===== src/rtl/vgamem_console_if.sv =====
// Character-stream and vgamem write-port bundle for the text console controller.
// The controller takes the slave side; the character source / memory side is master.
interface vgamem_console_if #(parameter int AW = 12);
  logic          ch_valid;
  logic [7:0]    ch_data;
  logic          ch_ready;
  logic          mem_we;
  logic [AW-1:0] mem_addr;
  logic [7:0]    mem_wdata;
  logic [4:0]    top_row;
  logic [4:0]    cur_row;
  logic [6:0]    cur_col;
  logic          cursor_vis;

  modport master (
    output ch_valid, ch_data,
    input  ch_ready, mem_we, mem_addr, mem_wdata, top_row, cur_row, cur_col, cursor_vis
  );

  modport slave (
    input  ch_valid, ch_data,
    output ch_ready, mem_we, mem_addr, mem_wdata, top_row, cur_row, cur_col, cursor_vis
  );
endinterface


===== src/rtl/vgamem_console_ctrl.sv =====
// 70x30 text console writer: cursor tracking, wrap, backspace and scroll via circular top_row.
// Optional macro CURSOR_BLINK_EN adds a blinking cursor with period parameter BLINK_CYCLES.
module vgamem_console_ctrl #(
  parameter int         COLS  = 70,
  parameter int         ROWS  = 30,
  parameter int         AW    = 12,
`ifdef CURSOR_BLINK_EN
  parameter int         BLINK_CYCLES = 25_000_000,
`endif
  parameter logic [7:0] BLANK = 8'h20
) (
  input  logic            clk,
  input  logic            rst,
  vgamem_console_if.slave bus
);

  localparam int CELLS = COLS * ROWS;

  typedef enum logic [2:0] {
    S_CLR_ALL, S_IDLE, S_WRITE, S_NEWLINE, S_CLR_LINE, S_BKSP
  } state_t;

  state_t        state, state_d;
  logic [AW-1:0] cnt, cnt_d;
  logic [4:0]    cur_row, cur_row_d, top_row, top_row_d;
  logic [6:0]    cur_col, cur_col_d;
  logic          mem_we, mem_we_d;
  logic [AW-1:0] mem_addr, mem_addr_d;
  logic [7:0]    mem_wdata, mem_wdata_d;
  logic          accept;

  function automatic logic [4:0] row_inc(input logic [4:0] r);
    return (r == 5'(ROWS - 1)) ? 5'd0 : r + 5'd1;
  endfunction

  function automatic logic [4:0] row_dec(input logic [4:0] r);
    return (r == 5'd0) ? 5'(ROWS - 1) : r - 5'd1;
  endfunction

  // row*70 + col built from shifts so no multiplier is inferred
  function automatic logic [AW-1:0] cell_addr(input logic [4:0] r, input logic [6:0] c);
    logic [AW-1:0] rw;
    rw = AW'(r);
    return (rw << 6) + (rw << 2) + (rw << 1) + AW'(c);
  endfunction

  assign accept = bus.ch_valid && (state == S_IDLE);

  // Write-port registers are loaded on the edge that enters a writing state,
  // so each write is on the bus during the state that owns it.
  always_comb begin
    state_d     = state;
    cnt_d       = cnt;
    cur_row_d   = cur_row;
    cur_col_d   = cur_col;
    top_row_d   = top_row;
    mem_we_d    = 1'b0;
    mem_addr_d  = mem_addr;
    mem_wdata_d = mem_wdata;
    case (state)
      S_CLR_ALL: begin
        if (cnt == AW'(CELLS)) begin
          state_d = S_IDLE;
          cnt_d   = '0;
        end else begin
          mem_we_d    = 1'b1;
          mem_addr_d  = cnt;
          mem_wdata_d = BLANK;
          cnt_d       = cnt + AW'(1);
        end
      end
      S_IDLE: begin
        if (accept) begin
          if (bus.ch_data >= 8'h20 && bus.ch_data <= 8'h7E) begin
            state_d     = S_WRITE;
            mem_we_d    = 1'b1;
            mem_addr_d  = cell_addr(cur_row, cur_col);
            mem_wdata_d = bus.ch_data;
          end else if (bus.ch_data == 8'h0A || bus.ch_data == 8'h0D) begin
            state_d = S_NEWLINE;
          end else if (bus.ch_data == 8'h08) begin
            state_d = S_BKSP;
            if (cur_col != 7'd0) begin
              mem_we_d    = 1'b1;
              mem_addr_d  = cell_addr(cur_row, cur_col - 7'd1);
              mem_wdata_d = BLANK;
            end else if (cur_row != top_row) begin
              mem_we_d    = 1'b1;
              mem_addr_d  = cell_addr(row_dec(cur_row), 7'(COLS - 1));
              mem_wdata_d = BLANK;
            end
          end
        end
      end
      S_WRITE: begin
        if (cur_col < 7'(COLS - 1)) begin
          cur_col_d = cur_col + 7'd1;
          state_d   = S_IDLE;
        end else begin
          state_d = S_NEWLINE;
        end
      end
      S_NEWLINE: begin
        cur_col_d = 7'd0;
        if (row_inc(cur_row) != top_row) begin
          cur_row_d = row_inc(cur_row);
          state_d   = S_IDLE;
        end else begin
          // bottom line reached: recycle the top physical row as the new bottom line
          cur_row_d   = top_row;
          state_d     = S_CLR_LINE;
          mem_we_d    = 1'b1;
          mem_addr_d  = cell_addr(top_row, 7'd0);
          mem_wdata_d = BLANK;
          cnt_d       = AW'(1);
        end
      end
      S_CLR_LINE: begin
        if (cnt == AW'(COLS)) begin
          top_row_d = row_inc(top_row);
          cnt_d     = '0;
          state_d   = S_IDLE;
        end else begin
          mem_we_d    = 1'b1;
          mem_addr_d  = cell_addr(cur_row, cnt[6:0]);
          mem_wdata_d = BLANK;
          cnt_d       = cnt + AW'(1);
        end
      end
      S_BKSP: begin
        if (cur_col != 7'd0) begin
          cur_col_d = cur_col - 7'd1;
        end else if (cur_row != top_row) begin
          cur_row_d = row_dec(cur_row);
          cur_col_d = 7'(COLS - 1);
        end
        state_d = S_IDLE;
      end
      default: state_d = S_CLR_ALL;
    endcase
  end

  always_ff @(posedge clk or posedge rst) begin
    if (rst) begin
      state     <= S_CLR_ALL;
      cnt       <= '0;
      cur_row   <= '0;
      cur_col   <= '0;
      top_row   <= '0;
      mem_we    <= 1'b0;
      mem_addr  <= '0;
      mem_wdata <= BLANK;
    end else begin
      state     <= state_d;
      cnt       <= cnt_d;
      cur_row   <= cur_row_d;
      cur_col   <= cur_col_d;
      top_row   <= top_row_d;
      mem_we    <= mem_we_d;
      mem_addr  <= mem_addr_d;
      mem_wdata <= mem_wdata_d;
    end
  end

  assign bus.ch_ready  = (state == S_IDLE);
  assign bus.mem_we    = mem_we;
  assign bus.mem_addr  = mem_addr;
  assign bus.mem_wdata = mem_wdata;
  assign bus.top_row   = top_row;
  assign bus.cur_row   = cur_row;
  assign bus.cur_col   = cur_col;

`ifdef CURSOR_BLINK_EN
  logic [31:0] blink_cnt;
  logic        vis_q;

  // typing restarts the blink phase with the cursor shown
  always_ff @(posedge clk or posedge rst) begin
    if (rst) begin
      blink_cnt <= '0;
      vis_q     <= 1'b1;
    end else if (accept) begin
      blink_cnt <= '0;
      vis_q     <= 1'b1;
    end else if (blink_cnt == 32'(BLINK_CYCLES - 1)) begin
      blink_cnt <= '0;
      vis_q     <= ~vis_q;
    end else begin
      blink_cnt <= blink_cnt + 32'd1;
    end
  end

  assign bus.cursor_vis = vis_q;
`else
  assign bus.cursor_vis = 1'b1;
`endif

endmodule


===== src/flat_wrapper.sv =====
// flat-port wrapper written by rule: the top's interface ports become plain ports
module vgamem_console_ctrl_flat 
#(
  parameter int         COLS  = 70,
  parameter int         ROWS  = 30,
  parameter int         AW    = 12,

  parameter logic [7:0] BLANK = 8'h20
)
  (clk, rst, bus_ch_valid, bus_ch_data, bus_ch_ready, bus_mem_we, bus_mem_addr, bus_mem_wdata, bus_top_row, bus_cur_row, bus_cur_col, bus_cursor_vis);
  vgamem_console_if #(.AW(AW)) bus_i ();
  input  logic clk;
  input  logic rst;
  input wire logic [$bits(bus_i.ch_valid)-1:0] bus_ch_valid;
  input wire logic [$bits(bus_i.ch_data)-1:0] bus_ch_data;
  output wire logic [$bits(bus_i.ch_ready)-1:0] bus_ch_ready;
  output wire logic [$bits(bus_i.mem_we)-1:0] bus_mem_we;
  output wire logic [$bits(bus_i.mem_addr)-1:0] bus_mem_addr;
  output wire logic [$bits(bus_i.mem_wdata)-1:0] bus_mem_wdata;
  output wire logic [$bits(bus_i.top_row)-1:0] bus_top_row;
  output wire logic [$bits(bus_i.cur_row)-1:0] bus_cur_row;
  output wire logic [$bits(bus_i.cur_col)-1:0] bus_cur_col;
  output wire logic [$bits(bus_i.cursor_vis)-1:0] bus_cursor_vis;
  assign bus_i.ch_valid = bus_ch_valid;
  assign bus_i.ch_data = bus_ch_data;
  assign bus_ch_ready = bus_i.ch_ready;
  assign bus_mem_we = bus_i.mem_we;
  assign bus_mem_addr = bus_i.mem_addr;
  assign bus_mem_wdata = bus_i.mem_wdata;
  assign bus_top_row = bus_i.top_row;
  assign bus_cur_row = bus_i.cur_row;
  assign bus_cur_col = bus_i.cur_col;
  assign bus_cursor_vis = bus_i.cursor_vis;
  vgamem_console_ctrl #(.COLS(COLS), .ROWS(ROWS), .AW(AW), .BLANK(BLANK)) u_core (.clk(clk), .rst(rst), .bus(bus_i));
endmodule

===== config.mk =====
export PLATFORM = sky130hd
export DESIGN_NAME = vgamem_console_ctrl_flat
export DESIGN_NICKNAME = d
export VERILOG_FILES = /design/src/rtl/vgamem_console_if.sv /design/src/rtl/vgamem_console_ctrl.sv /design/src/flat_wrapper.sv
export SDC_FILE = /design/constraint.sdc
export NUM_CORES = 1
export LEC_CHECK = 0
export CAP_MARGIN = 20
export CORE_MARGIN = 3
export CORE_UTILIZATION = 35
export CTS_CLUSTER_SIZE = 24
export DETAILED_ROUTE_END_ITERATION = 16
export PLACE_DENSITY = 0.56
export SYNTH_ARGS = -nofsm -noshare
export SYNTH_HDL_FRONTEND = slang
export SYNTH_SLANG_ARGS = --single-unit

===== constraint.sdc =====
create_clock -name clk -period 4.9 [get_ports clk]
set_input_delay 0.735 -clock clk [delete_from_list [all_inputs] [get_ports clk]]
set_output_delay 0.735 -clock clk [all_outputs]
set_load 0.01 [all_outputs]

==> results of run 1 <==
-- logic make-up after synthesis --
| group | synth area share, % |
|---|---|
| AO/OA/AOI/OAI | 27.2 |
| other | 0.0662 |
| flip-flops | 23.4 |
| XOR/XNOR | 6.96 |
| multiplexers | 0.530 |
| adder cells (fa/ha/maj) | 13.4 |
| AND/OR/NAND/NOR | 22.4 |
| buffers and inverters | 6.10 |
-- power by group through the flow --
| stage | clock, mW | combinational (mW) | sequential, mW |
|---|---|---|---|
| 2_1_floorplan | 0 | 0.0178 | 0.446 |
| 3_3_place_gp | 0 | 0.0373 | 0.446 |
| 3_5_place_dp | 0 | 0.0368 | 0.446 |
| 4_1_cts | 0.393 | 0.0368 | 0.437 |
| 5_1_grt | 0.409 | 0.0403 | 0.437 |
| 6_report | 0.384 | 0.0367 | 0.437 |
-- through the flow --
step	cells	total power, mW
global placement	961	0.483
global route	969	0.887
finish	969	0.858
floorplan	725	0.464
detailed placement	961	0.482
CTS	969	0.867
-- routing by layer --
| layer | track usage (%) | wire length (um) | up-vias |
|---|---|---|---|
| li1 | - | - | 2677 |
| met1 | 28.8 | 8510 | 2640 |
| met2 | 31.7 | 8130 | 238 |
| met3 | 2.91 | 1240 | 32 |
| met4 | 6.40 | 422 | 0 |
| met5 | 0 | 0 | - |
-- sequential cells by signal, summed over array words and instances, names as in the netlist --
signal / flops
u_core.cnt: 12
u_core.bus.mem_we: 1
u_core.bus.mem_addr: 12
u_core.bus.mem_wdata: 8
u_core.state: 3
u_core.bus.cur_col: 7
u_core.bus.cur_row: 5
u_core.bus.top_row: 5
-- cells in the mapped netlist, types with 6 or more instances --
master / number / area share (%)
o211ai_1: 16 / 2.1
buf_2: 12 / 1.1
ha_1: 51 / 11
nand2b_1: 14 / 1.5
a221oi_1: 6 / 0.93
o2111ai_1: 6 / 0.93
xor2_1: 19 / 2.9
a21oi_1: 46 / 4.1
dfrtp_1: 52 / 23
clkbuf_1: 19 / 1.3
nand2_1: 58 / 3.8
o21a_1: 6 / 0.80
nor2b_1: 15 / 1.7
fa_1: 6 / 2.1
a31oi_1: 12 / 1.3
nand3_1: 29 / 2.6
nor3_1: 15 / 1.3
inv_1: 45 / 3.0
xnor2_1: 26 / 4.0
o31ai_1: 10 / 1.3
o21ai_0: 73 / 6.5
nor2_1: 70 / 4.6
-- path summary, 6_finish.rpt --
check	startpoint	endpoint	depth (start not counted)
hold reg to reg	u_core.bus.mem_wdata[7]	u_core.bus.mem_wdata[7]	1
setup / recovery	u_core.bus.cur_row[0]	u_core.bus.mem_addr[9]	15
min in group asynchronous	rst	u_core.bus.mem_we	2
hold / removal	u_core.bus.mem_wdata[7]	u_core.bus.mem_wdata[7]	1
max in group asynchronous	rst	u_core.cnt[0]	3
setup reg to reg	u_core.bus.cur_row[0]	u_core.bus.mem_addr[9]	15
-- critical path, cell delays in order, from the launching register on --
cell	delay, ns
dfrtp_1	0.73
inv_1	0.19
ha_1	0.28
and2_1	0.17
a21oi_1	0.45
ha_1	0.23
ha_1	0.16
inv_1	0.05
fa_1	0.41
nor3_1	0.20
o21ai_0	0.18
xnor2_1	0.23
a22oi_1	0.23
o41ai_1	0.11
a2111oi_0	0.32
a21oi_1	0.13
-- cell type report --
cell class                 count  area [um^2]
fill                        1637         9040
multi-input combinational    590         4000
sequential                    53         1330
timing repair buffer          61          581
tap                          211          264
inverter                      46          173
clock buffer                   6          139
clock inverter                 2         13.8
==> results.cfg, run 1 <==
[floorplanning]
die_h_um = 133
ioPinCount = 51
core_um2 = 15500
die_area_um2 = 17700
die_width_um = 133
std_cell_rows = 45
start_util_pct = 36.4

[grt]
grt_overflow = 0
antenna_found_initial = 0
grt_pass1_vias = 5206
grtUsageTotal_pct = 20.2
grt_max_degree = 30
grt_pass1_wl_um = 29000

[pwr]
combPwrFrac_pct = 4.3
clkPwrFrac_pct = 44.8
ir_worst_vdd_mv = 0.129
p_seq_share_pct = 50.9
switching_share_pct = 23.8
p_per_area_nw_per_um2 = 132
p_leak_nw = 2.61
p_sw_uw = 204
cellInternalPower_uw = 654

[detailed_routing]
first_iter_violations = 486
dr.pass1.iters = 5
viasPerCell = 5.77
post_drt_wl_per_cell_um = 18.9
ant_nets = 0
vias = 5587
drcViolationCount = 0
wirelength_um = 18300

[sta]
fin_crit_ns = 4.23
finalSetupTns_ns = 0
fin_skew_ns = 0.00875
timing.final.crit_share_pct = 86.4
fin_ws_ns = 0.668
hold_ws_ns = 0.498
max_freq_mhz = 236
rsz0062_at_grt = no
slew_headroom_pct = 35.5
drv_slew = 0
setup_violations = 0
hold_viol = 0
worst_pin_slew_ns = 0.964

[yosys]
synth.cell_area_um2 = 5660
seq_area_frac_synth_pct = 23.4
syn_area_per_cell_um2 = 7.81
synth.distinct_cells = 81
syn-num-nets = 793
ys_seq_elements = 53
synth-edff-count = 0
synthFlopType = dfrtp_1
postSynthCellCount = 725
ys_async_sr_fraction_pct = 100
yosys_warnings = 0

[clock_tree]
hold_buffers = 0
clkSinkCount = 53
cts_tree = done
cts.root.buffer_cell = clkbuf_16
cts_resized = 0
clockBufferDepth = 2
cts_setup_buffers = 0
cts.htree.levels = 2
clkLatencyLatePin_ns = 0.31
cts.clk_slew.worst_paths_ns = 0.08
numCtsBuffers = 5

[worst_setup_path]
worst-endpoint-required_ns = 5.06
cp_data_arrival_time_ns = 4.39
r2r_slack_ns = 0.67
criticalPathCategory = reg2reg
path_max_fanout = 16
end_kind = register
critPathLaunchType = register

[final_layout]
final_common_cell = o21ai_0
final_area_um2 = 6500
syn_to_final_growth_pct = 14.8
diodes = 0
layout_common_cells = 73 x o21ai_0, 70 x nor2_1, 58 x nand2_1, 52 x dfrtp_1, 51 x ha_1
post-route-util_pct = 41.8
drive_gt1_share_pct = 5.67
layout.nets = 825

[placed_design]
placed_area_um2 = 6350
portBuffers = 49
place.detailed.hpwl_um = 14000
pre_cts_ws_ns = 0.695
gp_congestion = 0.939

[job]
cap_violations = 0

[run_status]
status = finished clean

[hold_path]
hold_path.class = reg2reg
Note: power is estimated with default switching activity, not from simulation.
==> run 2: changes to the inputs <==
CORE_MARGIN = default   (was 3)
CORE_UTILIZATION = 50   (was 35)
CTS_CLUSTER_SIZE = 16   (was 24)
PLACE_DENSITY = 0.74   (was 0.56)
==> run 2 against run 1 <==
  * Fmax shrank 2.3%
  * Clock power is essentially flat
  * Critical path depth grew 1
  * Utilization grew 16 points
  * Combinational power shrank 1%
  * Design area shrank 1.9%
  * Sequential power is essentially flat
  * Largest cell class unchanged
==> results.cfg, run 2 (synthesized netlist as in run 1, its figures left out) <==
[final_layout]
final_common_cell = o21ai_0
diodes = 0
layout.nets = 821
syn_to_final_growth_pct = 12.6
drive_gt1_share_pct = 5.17
top_regs = u_core.bus.mem_addr: 12 flops, u_core.cnt: 12 flops, u_core.bus.mem_wdata: 8 flops
layoutNonFillerInstCount = 894
layout_common_cells = 73 x o21ai_0, 70 x nor2_1, 58 x nand2_1, 52 x dfrtp_1, 51 x ha_1
final_area_um2 = 6380

[pwr]
combPwrFrac_pct = 4.2
cellInternalPower_uw = 643
clkPwrFrac_pct = 44.9
ir_worst_vdd_mv = 0.217
p_seq_share_pct = 50.8
p_per_area_nw_per_um2 = 135
p_sw_uw = 216
p_leak_nw = 2.58
switching_share_pct = 25.2

[clock_tree]
cts.htree.levels = 2
clkSinkCount = 53
cts_tree = done
clockBufferDepth = 2
cts_setup_buffers = 0
cts_resized = 0
numCtsBuffers = 5
hold_buffers = 0
clkLatencyLatePin_ns = 0.31
cts.clk_slew.worst_paths_ns = 0.08
cts.root.buffer_cell = clkbuf_16

[hold_path]
min_from = u_core.bus.mem_wdata[7]
hold_path.class = reg2reg

[placed_design]
portBuffers = 49
gp_congestion = 1.00
placed_area_um2 = 6220
dp.cells = 885
place.detailed.hpwl_um = 12800

[detailed_routing]
drcViolationCount = 0
post_drt_wl_per_cell_um = 19.1
viasPerCell = 6.28
wirelength_um = 17100
dr.pass1.iters = 5
first_iter_violations = 523
vias = 5617
ant_nets = 0

[sta]
timing.final.crit_share_pct = 88.4
drv_slew = 0
finalSetupTns_ns = 0
fin_skew_ns = 0.0143
hold_viol = 0
hold_ws_ns = 0.501
max_freq_mhz = 231
fin_crit_ns = 4.33
slew_headroom_pct = 31.4
setup_violations = 0
worst_pin_slew_ns = 1.03
rsz0062_at_grt = no

[worst_setup_path]
path_max_fanout = 16
max_stage_delay_ns = 0.72
worst-endpoint-required_ns = 5.05
crit_start = u_core.bus.cur_row[0]
crit_chain = inv_1 -> ha_1 -> nor2_1 -> inv_1 -> ha_1 -> inv_1 -> ha_1 -> inv_1 -> fa_1 -> nor3_1 -> o21ai_0 -> xnor2_1 -> a22oi_1 -> o41ai_1 -> a2111oi_0 -> a21oi_1
cp_common_cell = inv_1
slowest_stage = dfrtp_1
cp_data_arrival_time_ns = 4.49
criticalPathCategory = reg2reg
critPathLaunchType = register
end_kind = register
r2r_start = u_core.bus.cur_row[0]

[job]
cap_violations = 0

[floorplanning]
die_width_um = 108
die_area_um2 = 11800
start_util_pct = 51.8
core_um2 = 10900
ioPinCount = 51
die_h_um = 108
std_cell_rows = 38

[grt]
antenna_found_initial = 0
grt_overflow = 0
grtUsageTotal_pct = 30.2
grt_pass1_wl_um = 27400
grt_max_degree = 54
grt_pass1_vias = 5371

[run_status]
status = finished clean
[run 2: cell types whose count changed in the layout (fill, tap and decap cells not counted), sizes merged]
cell / before / now
buf: 12 / 8
clkbuf: 6 / 5
clkinv: 3 / 1
clkinvlp: 0 / 2
inv: 45 / 46
[run 2: metrics by stage]
step / worst slack [ns] / power [mW] / utilization, %
floorplan: 1.36 / 0.464 / -
global placement: 0.803 / 0.482 / 56.8
detailed placement: 0.695 / 0.482 / 56.9
CTS: 0.661 / 0.867 / 58.3
global route: 0.201 / 0.889 / 58.3
finish: 0.570 / 0.860 / 58.3
[run 2: area by class of cell]
| cell class | instances | area [um^2] |
|---|---|---|
| fillers | 1002 | 4560 |
| multi-input cells | 590 | 4000 |
| flip-flops and latches | 53 | 1330 |
| repair buffers | 57 | 548 |
| well taps | 140 | 175 |
| inverters | 46 | 173 |
| clock buffers | 5 | 125 |
| clock inverters | 3 | 26.3 |
[run 2: power by group through the flow]
stage	sequential [mW]	clock, mW	combinational [mW]
2_1_floorplan	0.446	0	0.0178
3_3_place_gp	0.446	0	0.0362
3_5_place_dp	0.446	0	0.0365
4_1_cts	0.437	0.393	0.0366
5_1_grt	0.437	0.411	0.0405
6_report	0.437	0.386	0.0363
[run 2: layer usage]
layer  vias to the layer above  global-route usage (%)  wire [um]
met5                         -                       0          0
met4                         0                    10.9        533
met3                        35                    5.61       1360
met2                       256                    48.1       7730
met1                      2644                    40.8       7450
li1                       2682                       -          -
[run 2: path summary, 6_finish.rpt]
kind | to | slack (ns) | depth (start not counted)
worst max register to register | u_core.bus.mem_addr[9] | 0.57 | 16
max in group asynchronous | u_core.bus.cur_col[5] | 3.48 | 3
min in group asynchronous | u_core.bus.top_row[1] | 0.92 | 3
worst min register to register | u_core.bus.mem_wdata[7] | 0.50 | 1
worst min-delay path | u_core.bus.mem_wdata[7] | 0.50 | 1
worst max-delay path | u_core.bus.mem_addr[9] | 0.57 | 16
[run 2: worst max-delay path: cells and delay by family (launching register included)]
kind	cells	cell delay [ns]
buffers and inverters	4	0.42
flip-flops	1	0.72
AO/OA/AOI/OAI	5	0.98
XOR/XNOR	1	0.23
adder cells (fa/ha/maj)	4	1.28
AND/OR/NAND/NOR	2	0.54
